`src/rtl/vga_timing_gen.sv`:
```
// rtl/vga_timing_gen.sv - VGA raster counters with registered colour/syncs and line/frame start pulses
module vga_timing_gen #(
  parameter int   HACTIVE = 640,
  parameter int   HFP     = 16,
  parameter int   HSYNC   = 96,
  parameter int   HBP     = 48,
  parameter int   VACTIVE = 480,
  parameter int   VFP     = 10,
  parameter int   VSYNC   = 2,
  parameter int   VBP     = 33,
  parameter logic HPOL    = 1'b0,
  parameter logic VPOL    = 1'b0,
  parameter int   BPP     = 2,
  parameter int   XW      = 10,
  parameter int   YW      = 10
) (
  input  logic           clk,
  input  logic           reset,
  input  logic           pix_en,
  input  logic [BPP-1:0] red_in,
  input  logic [BPP-1:0] grn_in,
  input  logic [BPP-1:0] blu_in,
  output logic [BPP-1:0] vga_red,
  output logic [BPP-1:0] vga_grn,
  output logic [BPP-1:0] vga_blu,
  output logic           vga_hsync,
  output logic           vga_vsync,
  output logic           active,
  output logic [XW-1:0]  xpos,
  output logic [YW-1:0]  ypos,
  output logic           line_start,
  output logic           frame_start
);

  localparam logic [31:0] H_LAST   = 32'(HACTIVE + HFP + HSYNC + HBP - 1);
  localparam logic [31:0] V_LAST   = 32'(VACTIVE + VFP + VSYNC + VBP - 1);
  localparam logic [31:0] H_ACT    = 32'(HACTIVE);
  localparam logic [31:0] V_ACT    = 32'(VACTIVE);
  localparam logic [31:0] HS_START = 32'(HACTIVE + HFP);
  localparam logic [31:0] HS_END   = 32'(HACTIVE + HFP + HSYNC);
  localparam logic [31:0] VS_START = 32'(VACTIVE + VFP);
  localparam logic [31:0] VS_END   = 32'(VACTIVE + VFP + VSYNC);

  logic [XW-1:0]  hcount_q, hcount_d;
  logic [YW-1:0]  vcount_q, vcount_d;
  logic [BPP-1:0] red_q, grn_q, blu_q;
  logic           hsync_q, vsync_q;
  logic           line_start_q, frame_start_q;
  logic [31:0]    hx, vx;
  logic           h_wrap, v_wrap, hsync_raw, vsync_raw;

  // Compare in 32 bits so zero-width back porches (sync end == total) never overflow XW/YW.
  assign hx = 32'(hcount_q);
  assign vx = 32'(vcount_q);

  always_comb begin
    h_wrap    = (hx == H_LAST);
    v_wrap    = (vx == V_LAST);
    hsync_raw = (hx >= HS_START) && (hx < HS_END);
    vsync_raw = (vx >= VS_START) && (vx < VS_END);
    active    = (hx < H_ACT) && (vx < V_ACT);
    hcount_d  = h_wrap ? '0 : hcount_q + XW'(1);
    vcount_d  = vcount_q;
    if (h_wrap) begin
      vcount_d = v_wrap ? '0 : vcount_q + YW'(1);
    end
  end

  always_ff @(posedge clk) begin
    if (reset) begin
      hcount_q      <= '0;
      vcount_q      <= '0;
      red_q         <= '0;
      grn_q         <= '0;
      blu_q         <= '0;
      hsync_q       <= ~HPOL;
      vsync_q       <= ~VPOL;
      line_start_q  <= 1'b0;
      frame_start_q <= 1'b0;
    end else begin
      // Pulses drop after one clk even when pix_en stalls the counters.
      line_start_q  <= 1'b0;
      frame_start_q <= 1'b0;
      if (pix_en) begin
        hcount_q      <= hcount_d;
        vcount_q      <= vcount_d;
        red_q         <= active ? red_in : '0;
        grn_q         <= active ? grn_in : '0;
        blu_q         <= active ? blu_in : '0;
        hsync_q       <= hsync_raw ? HPOL : ~HPOL;
        vsync_q       <= vsync_raw ? VPOL : ~VPOL;
        line_start_q  <= h_wrap;
        frame_start_q <= h_wrap && v_wrap;
      end
    end
  end

  assign xpos        = hcount_q;
  assign ypos        = vcount_q;
  assign vga_red     = red_q;
  assign vga_grn     = grn_q;
  assign vga_blu     = blu_q;
  assign vga_hsync   = hsync_q;
  assign vga_vsync   = vsync_q;
  assign line_start  = line_start_q;
  assign frame_start = frame_start_q;

endmodule

```
`config.mk`:
```
export PLATFORM = sky130hd
export DESIGN_NAME = vga_timing_gen
export DESIGN_NICKNAME = d
export VERILOG_FILES = /design/src/rtl/vga_timing_gen.sv
export SDC_FILE = /design/constraint.sdc
export NUM_CORES = 1
export LEC_CHECK = 0
export CORE_MARGIN = 1
export CORE_UTILIZATION = 45
export DETAILED_ROUTE_END_ITERATION = 12
export GPL_TIMING_DRIVEN = 0
export PLACE_DENSITY = 0.75
export SYNTH_ARGS = -nofsm -noshare
export SYNTH_HDL_FRONTEND = slang
export SYNTH_SLANG_ARGS = --single-unit
```
`constraint.sdc`:
```
create_clock -name clk -period 2.6 [get_ports clk]
set_input_delay 0.39 -clock clk [delete_from_list [all_inputs] [get_ports clk]]
set_output_delay 0.39 -clock clk [all_outputs]
set_load 0.01 [all_outputs]
```
==> flow_summary_export.csv <==
group,metric,value,unit
pwr,reported_net_switching_power,200,uW
grt,use_met1,27.1,%
detailed_routing,post-route-drc-count,0,
grt,grt.overflow.total,0,
worst_setup_path,slowest_delay,0.62,ns
layout,diodes,0,
detailed_routing,initialDrtViolationCount,61,
layout,mostFrequentLayoutCells,"sky130_fd_sc_hd__clkdlybuf4s50_1, sky130_fd_sc_hd__dfxtp_1, sky130_fd_sc_hd__nand3_1, sky130_fd_sc_hd__a21oi_1, sky130_fd_sc_hd__nor3_1",
synthesis,synthFlopType,"sky130_fd_sc_hd__dfxtp_1",
hold_path,min-delay-path-class,"flop to flop",
grt,gr-usage-all-layers,21.8,%
placement,post-dp-hpwl,2500,um
timing,maxClockFrequency,418,MHz
worst_setup_path,cp_num_buf_inv,1,
timing,setup_tns,0,ns
synthesis,synthCells,163,
pwr,pwr-share-comb,6.5,%
worst_setup_path,crit_path_end_kind,"output port",
clock_tree,clock_tree.buffer_depth,2,
clock_tree,clk_latency,0.34,ns
pwr,power.static_leakage,0.000684,uW
placement,placement.io_buffers,39,
grt,antenna_found_initial,0,
synthesis,yosysUniqueCellTypes,37,
layout,drive_gt1_share,9.52,%
floorplanning,placeable_area,3080,sq um
pwr,irDropWorstVdd,0.000304,V
synthesis,synthesis.area,1460,sq um
floorplanning,initial_utilization,47.5,%
layout,fin_area,2020,sq um
synthesis,post_synth.cell_area_avg,8.97,sq um
clock_tree,cts_inserted_buffers,5,
floorplanning,floorplan.rows,20,
layout,area_delta_synth_final,38.4,%
synthesis,synth_enable_flop_cells,0,
placement,dpl_cell_area,1910,sq um
synthesis,synth.net_count,177,
layout,n_fill_cell,273,
worst_setup_path,cpMaxStageDelayCell,"sky130_fd_sc_hd__clkdlybuf4s50_1",
worst_setup_path,ff2ff_setup_slack,0.25,ns
clock_tree,clock_sink_count,30,
detailed_routing,finalWirelength,3490,um
timing,max_slew.worst_pin.slew,1.03,ns
detailed_routing,drt_pass1_iterations,4,
pwr,power.density_cell_area,509,nW/um^2
grt,met2_grt_util,33.9,%
timing,worst_slew_margin_rel,30.9,%
grt,grt.busiest_layer,"met2",
clock_tree,tritoncts,"done",
floorplanning,dieArea,3480,sq um
pwr,switching_fraction_of_total_power,19.5,%
timing,unrepaired_setup_endpoints_after_global_routing,"no",
worst_setup_path,critPathTopFamily,"simple AND/OR/NAND/NOR gates",
worst_setup_path,critical_path_peak_fanout,8,
timing,layout_setup_ws,0.207,ns
clock_tree,cts_h_tree_depth,2,
layout,finish.net_count,223,
floorplanning,die-width,59.0,um
floorplanning,die_h,59.0,um
outcome,status,"finished clean",
grt,grt_pass1_vias,1277,
placement,gp_congestion,0.855,
clock_tree,cts-root-buf,"sky130_fd_sc_hd__clkbuf_4",
worst_setup_path,path_cells,"and4_1 -> nor3_2 -> clkdlybuf4s50_1",
detailed_routing,ant_nets,0,
worst_setup_path,timing.critical_path.arrival,2.00,ns
timing,final.min_clock_period,2.39,ns
grt,grt_util_met3,6.99,%
floorplanning,floorplan.io_pins,40,
detailed_routing,vias,1416,
grt,global_route_wire_length_before_repair,5640,um
timing,fin_crit_sh,92.1,%
placement,pre_cts_slack,0.0438,ns
worst_setup_path,crit_required,2.21,ns
timing,timing.final.hold_violations,0,
synthesis,synth_seq_area_share,41.1,%
detailed_routing,routed_via_density,5.57,
run,drv.max_cap_violation_count,0,
clock_tree,cts.hold.buffers_added,0,
layout,mostFrequentLayoutCell,"sky130_fd_sc_hd__clkdlybuf4s50_1",
clock_tree,clkTransAtPathRegs,0.10,ns
synthesis,asyncSetResetFlopFracSynth,0,%
pwr,pwr-share-seq,46.1,%
detailed_routing,drt-wirelength-per-cell,13.7,um
synthesis,synth.yosys.warnings,0,
grt,grt_start_max_net_pins,11,
timing,setup-violations-final,0,
worst_setup_path,startpoint_class,"flop",
worst_setup_path,worst_setup_path_category,"flop to output port",
pwr,clock_power_share,47.5,%
timing,final_max_slew_viol_count,0,
pwr,power.internal,830,uW
synthesis,synthesized_flop_and_latch_total,30,
timing,finalClockSkew,0.00926,ns
-- sequential cells by signal, indices dropped and copies added, names as in the netlist --
name and count:
xpos 10, vga_hsync 1, frame_start 1, vga_red 2
vga_grn 2, ypos 10, vga_blu 2, line_start 1
vga_vsync 1
-- routing by layer --
layer,routed length [um],vias to the layer above
li1,-,689
met1,1540,660
met2,1710,60
met3,179,7
met4,59,0
met5,0,-
-- power by group through the flow --
stage / Sequential (uW) / Clock, uW / Combinational, uW
2_1_floorplan: 489 / 0 / 25.5
5_1_grt: 476 / 519 / 72.4
6_report: 475 / 489 / 66.5
3_3_place_gp: 485 / 0 / 65.4
3_5_place_dp: 485 / 0 / 66.7
4_1_cts: 475 / 499 / 67.2
-- cell usage after synthesis, types with 3 or more instances --
library cell                n  area share (%)
sky130_fd_sc_hd__dfxtp_1   30              41
sky130_fd_sc_hd__nand3_1   16             5.5
sky130_fd_sc_hd__a21oi_1   15             5.1
sky130_fd_sc_hd__nor3_1    13             4.4
sky130_fd_sc_hd__inv_1      9             2.3
sky130_fd_sc_hd__nand2b_1   7             3.0
sky130_fd_sc_hd__nor2_1     6             1.5
sky130_fd_sc_hd__ha_1       5             4.3
sky130_fd_sc_hd__nand2_1    5             1.3
sky130_fd_sc_hd__nand4_1    5             2.1
sky130_fd_sc_hd__xor2_1     5             3.0
sky130_fd_sc_hd__and4_1     4             2.4
sky130_fd_sc_hd__clkbuf_1   4             1.0
sky130_fd_sc_hd__nand4b_1   4             2.4
sky130_fd_sc_hd__o31ai_1    3             1.5
sky130_fd_sc_hd__o32ai_1    3             1.8
sky130_fd_sc_hd__xnor2_1    3             1.8
-- cell type report --
cell class / instances / area [sq um] / share of cell area [%]
Sequential cell: 30 / 601 / 29.7
Timing Repair Buffer: 39 / 390 / 19.3
Inverter: 9 / 33.8 / 1.67
Clock inverter: 2 / 60.1 / 2.97
Tap cell: 44 / 55.1 / 2.72
Clock buffer: 6 / 51.3 / 2.53
Buffer: 9 / 62.6 / 3.09
Multi-Input combinational cell: 115 / 771 / 38.1
-- logic make-up (layout without fill, tap and decap cells) --
| logic type | after synthesis | in the layout | synth area share [%] |
|---|---|---|---|
| simple gates | 72 | 72 | 30.2 |
| flops | 30 | 30 | 41.1 |
| compound gates | 29 | 29 | 12.4 |
| buf+inv | 18 | 65 | 6.59 |
| xor+xnor | 8 | 8 | 4.79 |
| fa+ha+maj | 5 | 5 | 4.28 |
| mux | 1 | 1 | 0.684 |
-- metrics by stage --
step	total power [uW]	instances	hold WS, ns	utilization, %
after global placement	550	246	0.453	62.0
after global routing	1070	254	0.496	65.8
after floorplan	514	163	0.490	-
after detailed placement	552	246	0.456	62.0
final	1030	254	0.470	65.8
after CTS	1040	254	0.473	65.8
-- final timing paths --
path | startpoint | end | depth (start not counted)
worst min-delay path | vga_red[0] | vga_red[0] | 2
worst max-delay path | ypos[6] | active | 3
worst min register to register | vga_red[0] | vga_red[0] | 2
worst max register to register | xpos[0] | ypos[5] | 5
-- worst min-delay path, cell delays in order, from the launching register on --
cell	delay, ns
sky130_fd_sc_hd__dfxtp_1	0.32
sky130_fd_sc_hd__nand2b_1	0.06
sky130_fd_sc_hd__a21oi_1	0.05
-- what timing repair did --
| item | 4_1_cts | 5_1_grt |
|---|---|---|
| endpoints found under the setup margin | 1 | 0 |
| buffers inserted | 0 | 0 |
| resized for setup | 1 | 0 |
No activity file was read; power rests on OpenSTA's default activity.
